**config.mk**
```make
export PLATFORM = sky130hd
export DESIGN_NAME = seq_playback_ctrl
export DESIGN_NICKNAME = d
export VERILOG_FILES = /design/src/rtl/genius_pkg.sv /design/src/rtl/seq_playback_ctrl_tick_timer.sv /design/src/rtl/seq_playback_ctrl.sv
export SDC_FILE = /design/constraint.sdc
export NUM_CORES = 1
export LEC_CHECK = 0
export BUFFER_PORTS_ARGS = -buffer_cell sky130_fd_sc_hd__buf_2
export CORE_MARGIN = 2
export CORE_UTILIZATION = 39
export DETAILED_ROUTE_END_ITERATION = 10
export PLACE_DENSITY = 0.63
export SLEW_MARGIN = 0
export SYNTH_ARGS = -nofsm -noshare
export SYNTH_HDL_FRONTEND = slang
export SYNTH_SLANG_ARGS = --single-unit
```
**constraint.sdc**
```tcl
create_clock -name CLK -period 4.75 [get_ports CLK]
set_clock_uncertainty 0.05 [all_clocks]
set_input_delay 0.475 -clock CLK [delete_from_list [all_inputs] [get_ports CLK]]
set_output_delay 0.475 -clock CLK [all_outputs]
set_load 0.01 [all_outputs]
```
**src/rtl/genius_pkg.sv**
```systemverilog
// ---------------------------------------------------------------------------
// genius_pkg
// Shared types for the colour-sequence game.
//   colour_t      : 2-bit colour encoding used on C_IN, RD_COLOR and VGA.
//   play_state_t  : playback FSM states of seq_playback_ctrl.
//   MAX_LEN_DEF   : default depth of the sequence store.
// ---------------------------------------------------------------------------
package genius_pkg;

  typedef enum logic [1:0] {
    BLUE   = 2'b00,
    GREEN  = 2'b01,
    RED    = 2'b10,
    YELLOW = 2'b11
  } colour_t;

  typedef enum logic [1:0] {
    IDLE,
    SHOW,
    GAP,
    FIN
  } play_state_t;

  localparam int MAX_LEN_DEF = 16;

endpackage

```
**src/rtl/seq_playback_ctrl_tick_timer.sv**
```systemverilog
// ---------------------------------------------------------------------------
// tick_timer
// Down-counter used to time fixed-length intervals.
//   CLK, RESET : clock, synchronous active-high reset
//   load_i     : reload the counter with value_i (takes priority over en_i)
//   value_i    : interval length in cycles (>=1)
//   en_i       : count enable
//   expire_o   : high in the last cycle of the interval (count==1 with en_i)
// ---------------------------------------------------------------------------
module tick_timer #(
  parameter int W = 8
) (
  input  logic         CLK,
  input  logic         RESET,
  input  logic         load_i,
  input  logic [W-1:0] value_i,
  input  logic         en_i,
  output logic         expire_o
);

  logic [W-1:0] cnt_q;

  // NOTE: sequential state is written with <= only, so every flop samples
  // the pre-edge values regardless of statement order.
  always_ff @(posedge CLK) begin
    if (RESET) begin
      cnt_q <= '0;
    end else if (load_i) begin
      cnt_q <= value_i;
    end else if (en_i && cnt_q != '0) begin
      cnt_q <= cnt_q - W'(1);
    end
  end

  assign expire_o = en_i && (cnt_q == W'(1));

endmodule

```
**src/rtl/seq_playback_ctrl.sv**
```systemverilog
// ---------------------------------------------------------------------------
// seq_playback_ctrl
// Stores the game's colour sequence and plays it back to the VGA colour path
// with fixed on/off timing.
//   CLK, RESET : clock, synchronous active-high reset
//   CLR        : clear the sequence; aborts playback
//   APPEND     : pulse, store C_IN at index LEN
//   C_IN       : colour to append
//   PLAY       : pulse, play entries 0..LEN-1
//   RD_IDX     : read index; RD_COLOR = store[RD_IDX], 0 beyond LEN
//   LEN, FULL  : current length, LEN==MAX_LEN
//   BUSY       : playback in progress (SHOW/GAP/FIN)
//   DONE       : pulse in the cycle after the last gap
//   VGA        : colour being shown (held through the gap)
//   VGA_FLAG   : high while a colour is shown
//   ERR        : pulse in the cycle after a rejected command
// ---------------------------------------------------------------------------
module seq_playback_ctrl
  import genius_pkg::*;
#(
  parameter  int MAX_LEN   = MAX_LEN_DEF,
  parameter  int ON_TICKS  = 50,
  parameter  int OFF_TICKS = 10,
  localparam int IDX_W     = $clog2(MAX_LEN),
  localparam int LEN_W     = $clog2(MAX_LEN + 1)
) (
  input  logic             CLK,
  input  logic             RESET,
  input  logic             CLR,
  input  logic             APPEND,
  input  logic [1:0]       C_IN,
  input  logic             PLAY,
  input  logic [IDX_W-1:0] RD_IDX,
  output logic [1:0]       RD_COLOR,
  output logic [LEN_W-1:0] LEN,
  output logic             FULL,
  output logic             BUSY,
  output logic             DONE,
  output logic [1:0]       VGA,
  output logic             VGA_FLAG,
  output logic             ERR
);

  localparam int TMAX = (ON_TICKS > OFF_TICKS) ? ON_TICKS : OFF_TICKS;
  localparam int TW   = $clog2(TMAX + 1);

  play_state_t      state_q, state_d;
  logic [LEN_W-1:0] len_q, len_d;
  logic [IDX_W-1:0] idx_q, idx_d;
  colour_t          vga_q, vga_d;
  logic             vga_flag_q, vga_flag_d;
  logic             done_q, done_d;
  logic             err_q, err_d;
  logic             wr_en;
  logic             busy, full, last_entry;
  logic             t_load, t_en, t_expire;
  logic [TW-1:0]    t_value;

  colour_t          store [MAX_LEN];

  assign busy       = (state_q != IDLE);
  assign full       = (len_q == LEN_W'(MAX_LEN));
  assign last_entry = (LEN_W'(idx_q) == len_q - LEN_W'(1));

  // Every SHOW/GAP entry reloads the timer so each interval is exact.
  assign t_en    = (state_q == SHOW) || (state_q == GAP);
  assign t_load  = (state_d != state_q) && ((state_d == SHOW) || (state_d == GAP));
  assign t_value = (state_d == GAP) ? TW'(OFF_TICKS) : TW'(ON_TICKS);

  tick_timer #(.W(TW)) u_timer (
    .CLK      (CLK),
    .RESET    (RESET),
    .load_i   (t_load),
    .value_i  (t_value),
    .en_i     (t_en),
    .expire_o (t_expire)
  );

  // State register and registered outputs.
  always_ff @(posedge CLK) begin
    if (RESET) begin
      state_q    <= IDLE;
      len_q      <= '0;
      idx_q      <= '0;
      vga_q      <= BLUE;
      vga_flag_q <= 1'b0;
      done_q     <= 1'b0;
      err_q      <= 1'b0;
    end else begin
      state_q    <= state_d;
      len_q      <= len_d;
      idx_q      <= idx_d;
      vga_q      <= vga_d;
      vga_flag_q <= vga_flag_d;
      done_q     <= done_d;
      err_q      <= err_d;
    end
  end

  // NOTE: the store is not reset; its contents are meaningless until written
  // and RD_COLOR masks entries at or beyond LEN.
  always_ff @(posedge CLK) begin
    if (wr_en) begin
      store[len_q[IDX_W-1:0]] <= colour_t'(C_IN);
    end
  end

  // Next-state logic: CLR > APPEND > PLAY in IDLE, CLR aborts when busy.
  // NOTE: every signal gets a default at the top of the block so no path
  // leaves it unassigned, which would infer a latch.
  always_comb begin
    state_d = state_q;
    len_d   = len_q;
    idx_d   = idx_q;
    wr_en   = 1'b0;
    if (busy && CLR) begin
      state_d = IDLE;
      len_d   = '0;
    end else begin
      unique case (state_q)
        IDLE: begin
          if (CLR) begin
            len_d = '0;
          end else if (APPEND) begin
            if (!full) begin
              wr_en = 1'b1;
              len_d = len_q + LEN_W'(1);
            end
          end else if (PLAY && len_q != '0) begin
            state_d = SHOW;
            idx_d   = '0;
          end
        end
        SHOW: if (t_expire) state_d = GAP;
        GAP: begin
          if (t_expire) begin
            if (last_entry) begin
              state_d = FIN;
            end else begin
              state_d = SHOW;
              idx_d   = idx_q + IDX_W'(1);
            end
          end
        end
        FIN:     state_d = IDLE;
        default: state_d = IDLE;
      endcase
    end
  end

  // Output logic: values the output registers take on the next edge.
  always_comb begin
    if (CLR) begin
      err_d = 1'b0;
    end else if (busy) begin
      err_d = APPEND || PLAY;
    end else if (APPEND) begin
      err_d = full;
    end else begin
      err_d = PLAY && (len_q == '0);
    end
    done_d     = (state_d == FIN);
    vga_flag_d = (state_d == SHOW);
    vga_d      = (state_d == SHOW) ? store[idx_d] : vga_q;
  end

  assign RD_COLOR = (LEN_W'(RD_IDX) < len_q) ? store[RD_IDX] : BLUE;
  assign LEN      = len_q;
  assign FULL     = full;
  assign BUSY     = busy;
  assign DONE     = done_q;
  assign VGA      = vga_q;
  assign VGA_FLAG = vga_flag_q;
  assign ERR      = err_q;

endmodule

```
# [Word-level counts from Yosys, hierarchy flattened]
# Memory sizes are Yosys's and may differ from the RTL's. A register that Yosys moved wholly into a read port is not among the register bits.
# Cells that the tools add are included.
[op_classes] bitwise_logic=0 n_mul=0 reduce_logical=19 n_div=0 n_addsub=4 eq_ne=11 n_mux=31 order_cmp=1 shifts=0
[op_table] operator="two-way mux 4 bit" n=6
[op_table] operator="two-way mux 6 bit" n=3
[op_table] operator="two-way mux 2 bit" n=8
[op_table] operator="two-way mux 5 bit" n=3
[op_table] operator="two-way mux 1 bit" n=9
[op_table] operator="equality test 2 bit, second input constant" n=4
[op_table] operator="case mux 2 bit (4 select lines)" n=1
[op_table] operator="case mux 4 bit (2 select lines)" n=1
[op_table] operator="equality test 6 x 1 -> 1 bit, second input constant" n=1
[op_table] operator="logical AND 1 bit" n=6
[op_table] operator="nonzero test 2 bit" n=3
[op_table] operator="nonzero test 6 bit" n=1
[op_table] operator="subtractor 6 x 1 -> 6 bit, second input constant" n=1
[op_table] operator="adder 5 x 1 -> 5 bit, second input constant" n=1
[op_table] operator="equality test 4 x 5 -> 1 bit" n=1
[op_table] operator="equality test 5 bit, second input constant" n=1
[op_table] operator="zero test 5 bit" n=1
[op_table] operator="< comparator 4 x 5 -> 1 bit" n=1
[op_table] operator="nonzero test 5 bit" n=1
[op_table] operator="subtractor 5 x 1 -> 5 bit, second input constant" n=1
[op_table] operator="adder 4 x 1 -> 4 bit, second input constant" n=1
[op_table] operator="equality test 2 x 1 -> 1 bit, second input constant" n=2
[op_table] operator="OR reduction 2 bit" n=2
[op_table] operator="logical OR 1 bit" n=3
[op_table] operator="other kinds (4)" n=4
[word_totals] memories=1 latch_bits=0 ff_bits=20 mem_bits_rw=32 output_inout_bits=14 rom_bits=0 word_cells=74
[mem_list] memory="store" depth=16 word_bits=2 read_ports=2 rd_ports_with_merged_regs=1 write_ports=1 line_no="seq_playback_ctrl.sv:59" rtl="colour_t store [MAX_LEN];"

# [Longest topological paths before layout]
[logic_depth] word_depth=11 depth_mapped=15 mapped_depth_nobuf=14

# [Hierarchy]
# Synthesis repeated with hierarchy kept, for this count alone.
[hier_totals] hier_cells=288 hier_area_um2=3186.8
[modules_own_cells] module="seq_playback_ctrl" n_inst=1 cells_per_inst=238 area_per_inst_um2=2753.9
[modules_own_cells] module="tick_timer" n_inst=1 cells_per_inst=50 area_per_inst_um2=432.9

# [Least setup slack after synthesis]
# OpenSTA, ideal clock, no wires.
[synth_timing] kind="flip-flop to flip-flop" startpoint="reg len_q[0], in the netlist LEN[0]" endpoint="reg u_timer.cnt_q[3]" path_stages_with_launch=15 n_path_buf=1 slack_ps=1284 arrival_ps=3295 cell_sequence="dfxtp_1 > inv_1 > ha_1 > o21ba_1 > a221o_1 > a211oi_2 > nand2b_1 > buf_4 > a21oi_2 > a2111oi_4 > a31oi_1 > inv_1 > ha_1 > a21oi_2 > mux2_2"
[synth_via] elab_chain_len=11 word_cells_on_any_way=19 classes_between="1 x add/sub; 4 x eq/ne; 9 x mux; 5 x reduce/logical"
[synth_lines] item="start: declaration" line_no="seq_playback_ctrl.sv:48" rtl="logic [LEN_W-1:0] len_q, len_d;"
[synth_lines] item="start signal: assignment" line_no="seq_playback_ctrl.sv:91" rtl="len_q <= len_d;"
[synth_lines] item="branches (longest 5 deep; another with subtractor 5 x 1 -> 5 bit)"
[synth_lines] item="case mux 2 bit (4 select lines) (*)" line_no="seq_playback_ctrl.sv:120" rtl="unique case (state_q)"
[synth_lines] item="two-way mux 2 bit (*)" line_no="seq_playback_ctrl.sv:116" rtl="if (busy && CLR) begin"
[synth_lines] item="net state_d[1]" line_no="seq_playback_ctrl.sv:47" rtl="play_state_t state_q, state_d;"
[synth_lines] item="equality test 2 x 1 -> 1 bit or equality test 2 bit (tied branches)" line_no="seq_playback_ctrl.sv:67, seq_playback_ctrl.sv:68"
[synth_lines] item="logical OR 1 bit" line_no="seq_playback_ctrl.sv:67" rtl="assign t_load = (state_d != state_q) && ((state_d == SHOW) || (state_d == GAP));"
[synth_lines] item="logical AND 1 bit" line_no="seq_playback_ctrl.sv:67"
[synth_lines] item="two-way mux 6 bit or nonzero test 2 bit (tied branches)"
[synth_lines] item="end signal: assignment" line_no="seq_playback_ctrl_tick_timer.sv:29" rtl="cnt_q <= value_i;"
[synth_lines] item="end signal: assignment" line_no="seq_playback_ctrl_tick_timer.sv:31" rtl="cnt_q <= cnt_q - W'(1);"
[synth_lines] item="end: declaration" line_no="seq_playback_ctrl_tick_timer.sv:21" rtl="logic [W-1:0] cnt_q;"
# Mark *: on every way through the listed nets, which the timed path passes.
# A chain may end at the register's enable or synchronous reset.

# [Worst setup path in the final report]
[layout_timing] startpoint="reg len_q[0], in the netlist LEN[0]" endpoint="reg u_timer.cnt_q[5]"
# Same word-level chain as after synthesis.

==> insert_results.sql <==
INSERT INTO impl_metrics (metric_group, metric, value, unit) VALUES
('sta', 'worstMarginPinSlew', '0.739', 'ns'),
('clocking', 'cts_buffers', '5', ''),
('sta', 'fin_worst_hold_slack', '0.434', 'ns'),
('power_and_ir_drop', 'power.ir.vdd_worst', '0.103', 'mV'),
('clocking', 'clk-insertion-delay-late', '0.31', 'ns'),
('routing', 'drt_iter0_drc', '180', ''),
('job', 'drv_cap', '0', ''),
('worst_setup_path', 'path_class', 'reg2reg', ''),
('synthesis', 'synthesis.instances', '297', ''),
('floorplanning', 'die_h', '94.3', 'µm'),
('final_layout', 'nets', '345', ''),
('grt', 'grt_pass1_vias', '2252', ''),
('placement', 'post-dp-hpwl', '5110', 'µm'),
('sta', 'maxSlewHeadroom', '50.6', '%'),
('clocking', 'tritoncts', 'done', ''),
('worst_setup_path', 'critical_path.reg2reg.startpoint', 'LEN[0]', ''),
('routing', 'drt.antenna.violating_nets', '0', ''),
('routing', 'totalWireLength', '6880', 'µm'),
('worst_hold_path', 'worst_hold_path.num_cells', '3', ''),
('placement', 'port_buffers', '24', ''),
('routing', 'routed-via-count', '2295', ''),
('clocking', 'clk_pin_slew_worst_paths', '0.11', 'ns'),
('floorplanning', 'placeableCoreArea', '7810', 'µm²'),
('sta', 'max_freq', '260', 'MHz'),
('worst_hold_path', 'hold_class', 'in2reg', ''),
('sta', 'finalMaxSlewViolations', '0', ''),
('clocking', 'post-cts-setup-buffers', '0', ''),
('sta', 'finalCritPeriodShare', '81.0', '%'),
('worst_setup_path', 'cp-startpoint', 'LEN[0]', ''),
('worst_setup_path', 'sort_of_element_at_the_end_of_the_critical_path', 'flip-flop', ''),
('final_layout', 'layout-drive-gt1-share', '19.8', '%'),
('synthesis', 'yosys.area.top_type_share', '30.2', '%'),
('worst_setup_path', 'worst_ep_arrival_time', '4.00', 'ns'),
('floorplanning', 'ioPinCount', '25', ''),
('clocking', 'cts.sinks', '54', ''),
('sta', 'final.setup.tns', '0', 'ns'),
('final_layout', 'commonest_cells_after_routing_fill_and_taps_aside', 'nor2_1, edfxtp_1, buf_2', ''),
('final_layout', 'relative_area_change_from_synthesis_to_final_layout', '9.32', '%'),
('clocking', 'hold_buffers', '0', ''),
('synthesis', 'net_count_after_synthesis', '325', ''),
('final_layout', 'fillerInstances', '734', ''),
('routing', 'detail_route.drc_violations', '0', ''),
('placement', 'place.gp.congestion', '0.819', ''),
('worst_setup_path', 'worst_setup_path_start_kind', 'flip-flop', ''),
('grt', 'grt.overflow.total', '0', ''),
('synthesis', 'yosys_warnings', '0', ''),
('floorplanning', 'die_area', '8900', 'µm²'),
('routing', 'drt_pass_1_iters', '4', ''),
('worst_hold_path', 'hold_path_startpoint', 'PLAY', ''),
('grt', 'grt_antenna_before_repair', '0', ''),
('floorplanning', 'placement_rows', '32', ''),
('sta', 'post-route-min-period', '3.85', 'ns'),
('grt', 'grt_first_pass_wirelength', '11200', 'µm'),
('routing', 'vias_per_cell', '5.46', ''),
('clocking', 'max-clock-path-buffers', '2', ''),
('grt', 'grt_max_degree', '20', ''),
('grt', 'groute.usage.overall', '16.2', '%'),
('clocking', 'cts_max_level', '2', ''),
('worst_setup_path', 'cp_slowest_stage_delay', '0.51', 'ns'),
('synthesis', 'yosys_most_used_dff', 'edfxtp_1', ''),
('sta', 'timing_hold_violations_final', '0', ''),
('worst_setup_path', 'cp.required', '4.90', 'ns'),
('worst_setup_path', 'cp_slowest_cell', 'dfxtp_1', ''),
('outcome', 'outcome', 'finished, final reports clean', ''),
('synthesis', 'synth_area_per_cell', '10.7', 'µm²'),
('final_layout', 'layout_commonest_cell', 'nor2_1', ''),
('power_and_ir_drop', 'power.density_cell_area', '242', 'nW/µm²'),
('power_and_ir_drop', 'p_leak', '1.25', 'nW'),
('synthesis', 'synth_cell_type_count', '51', ''),
('sta', 'grt_setup_unrepaired', 'false', ''),
('synthesis', 'synth_sequential_area_ratio', '44.0', '%');
-- synthesized netlist by cell type (3+ instances only) --
master	count
o21ai_0	8
xnor2_1	9
nand2_1	18
nand2b_1	4
nor3_1	15
nand3_1	5
clkbuf_1	6
o22ai_1	4
a21o_1	3
buf_2	4
a21oi_1	12
o21a_1	3
xor2_1	4
mux4_2	10
mux2i_1	9
nor2_1	37
mux2_2	10
ha_1	17
nor2b_1	7
inv_1	14
nor4_1	5
or3_1	3
dfxtp_1	22
edfxtp_1	32
-- state kept, by name, summed over array words and instances, names as in the netlist --
signal / cells
state_q: 2
DONE: 1
VGA_FLAG: 1
LEN: 5
VGA: 2
ERR: 1
idx_q: 4
store: 32
u_timer.cnt_q: 6
-- power breakdown --
part | switching [W] | internal [W] | total, W
combinational | 0.0000356 | 0.0000265 | 0.0000622
sequential | 0.00000227 | 0.000498 | 0.000500
clock | 0.000160 | 0.000120 | 0.000280
total | 0.000198 | 0.000644 | 0.000842
-- cells by family after synthesis --
family | share of synthesized area (%)
xor gates and xnor gates | 3.58
adders and majority gates | 6.68
buffers and inverters | 3.46
and+or+nand+nor | 15.4
muxes | 14.3
AOI/OAI and AO/OA | 12.5
DFF | 44.0
-- per-layer routing --
layer | part of all wire [%] | routed length (µm) | track usage (%)
met5 | 0 | 0 | 0
met4 | 1.1 | 74 | 4.47
met3 | 5.1 | 352 | 2.55
met2 | 48 | 3280 | 27.8
met1 | 46 | 3170 | 21.4
-- path summary, 6_finish.rpt --
kind | endpoint | slack, ns
hold / removal | ERR | 0.43
setup reg to reg | u_timer.cnt_q[5] | 0.90
setup / recovery | u_timer.cnt_q[5] | 0.90
hold reg to reg | u_timer.cnt_q[1] | 0.52
-- worst max-delay path: cells and delay by family (launching register included) --
kind            cells  cell delay [ns]
compound gates      7             1.68
fa+ha+maj           2             0.53
flops               1             0.51
mux                 1             0.36
simple gates        1             0.35
buf+inv             2             0.27
-- layout make-up --
| class | instances | area (µm²) | share of cell area, % |
|---|---|---|---|
| Clock inverter | 2 | 16.3 | 0.467 |
| Tap cell | 102 | 128 | 3.67 |
| Clock buffer | 6 | 82.6 | 2.37 |
| Inverter | 14 | 52.6 | 1.51 |
| Multi-Input combinational cell | 217 | 1670 | 48.0 |
| Timing Repair Buffer | 25 | 128 | 3.67 |
| Sequential cell | 54 | 1400 | 40.3 |
-- per-stage QoR --
stage          util [%]  worst slack (ns)  total power [W]  instances  area (µm²)
6_report           44.6             0.902         0.000842        420        3480
3_5_place_dp       43.3             0.947         0.000573        412        3380
5_1_grt            44.6             0.678         0.000870        420        3480
2_1_floorplan         -              1.28         0.000551        297        3180
3_3_place_gp       43.3              1.07         0.000572        412        3380
4_1_cts            44.6             0.910         0.000849        420        3480
Note: power is estimated with default switching activity, not from simulation.
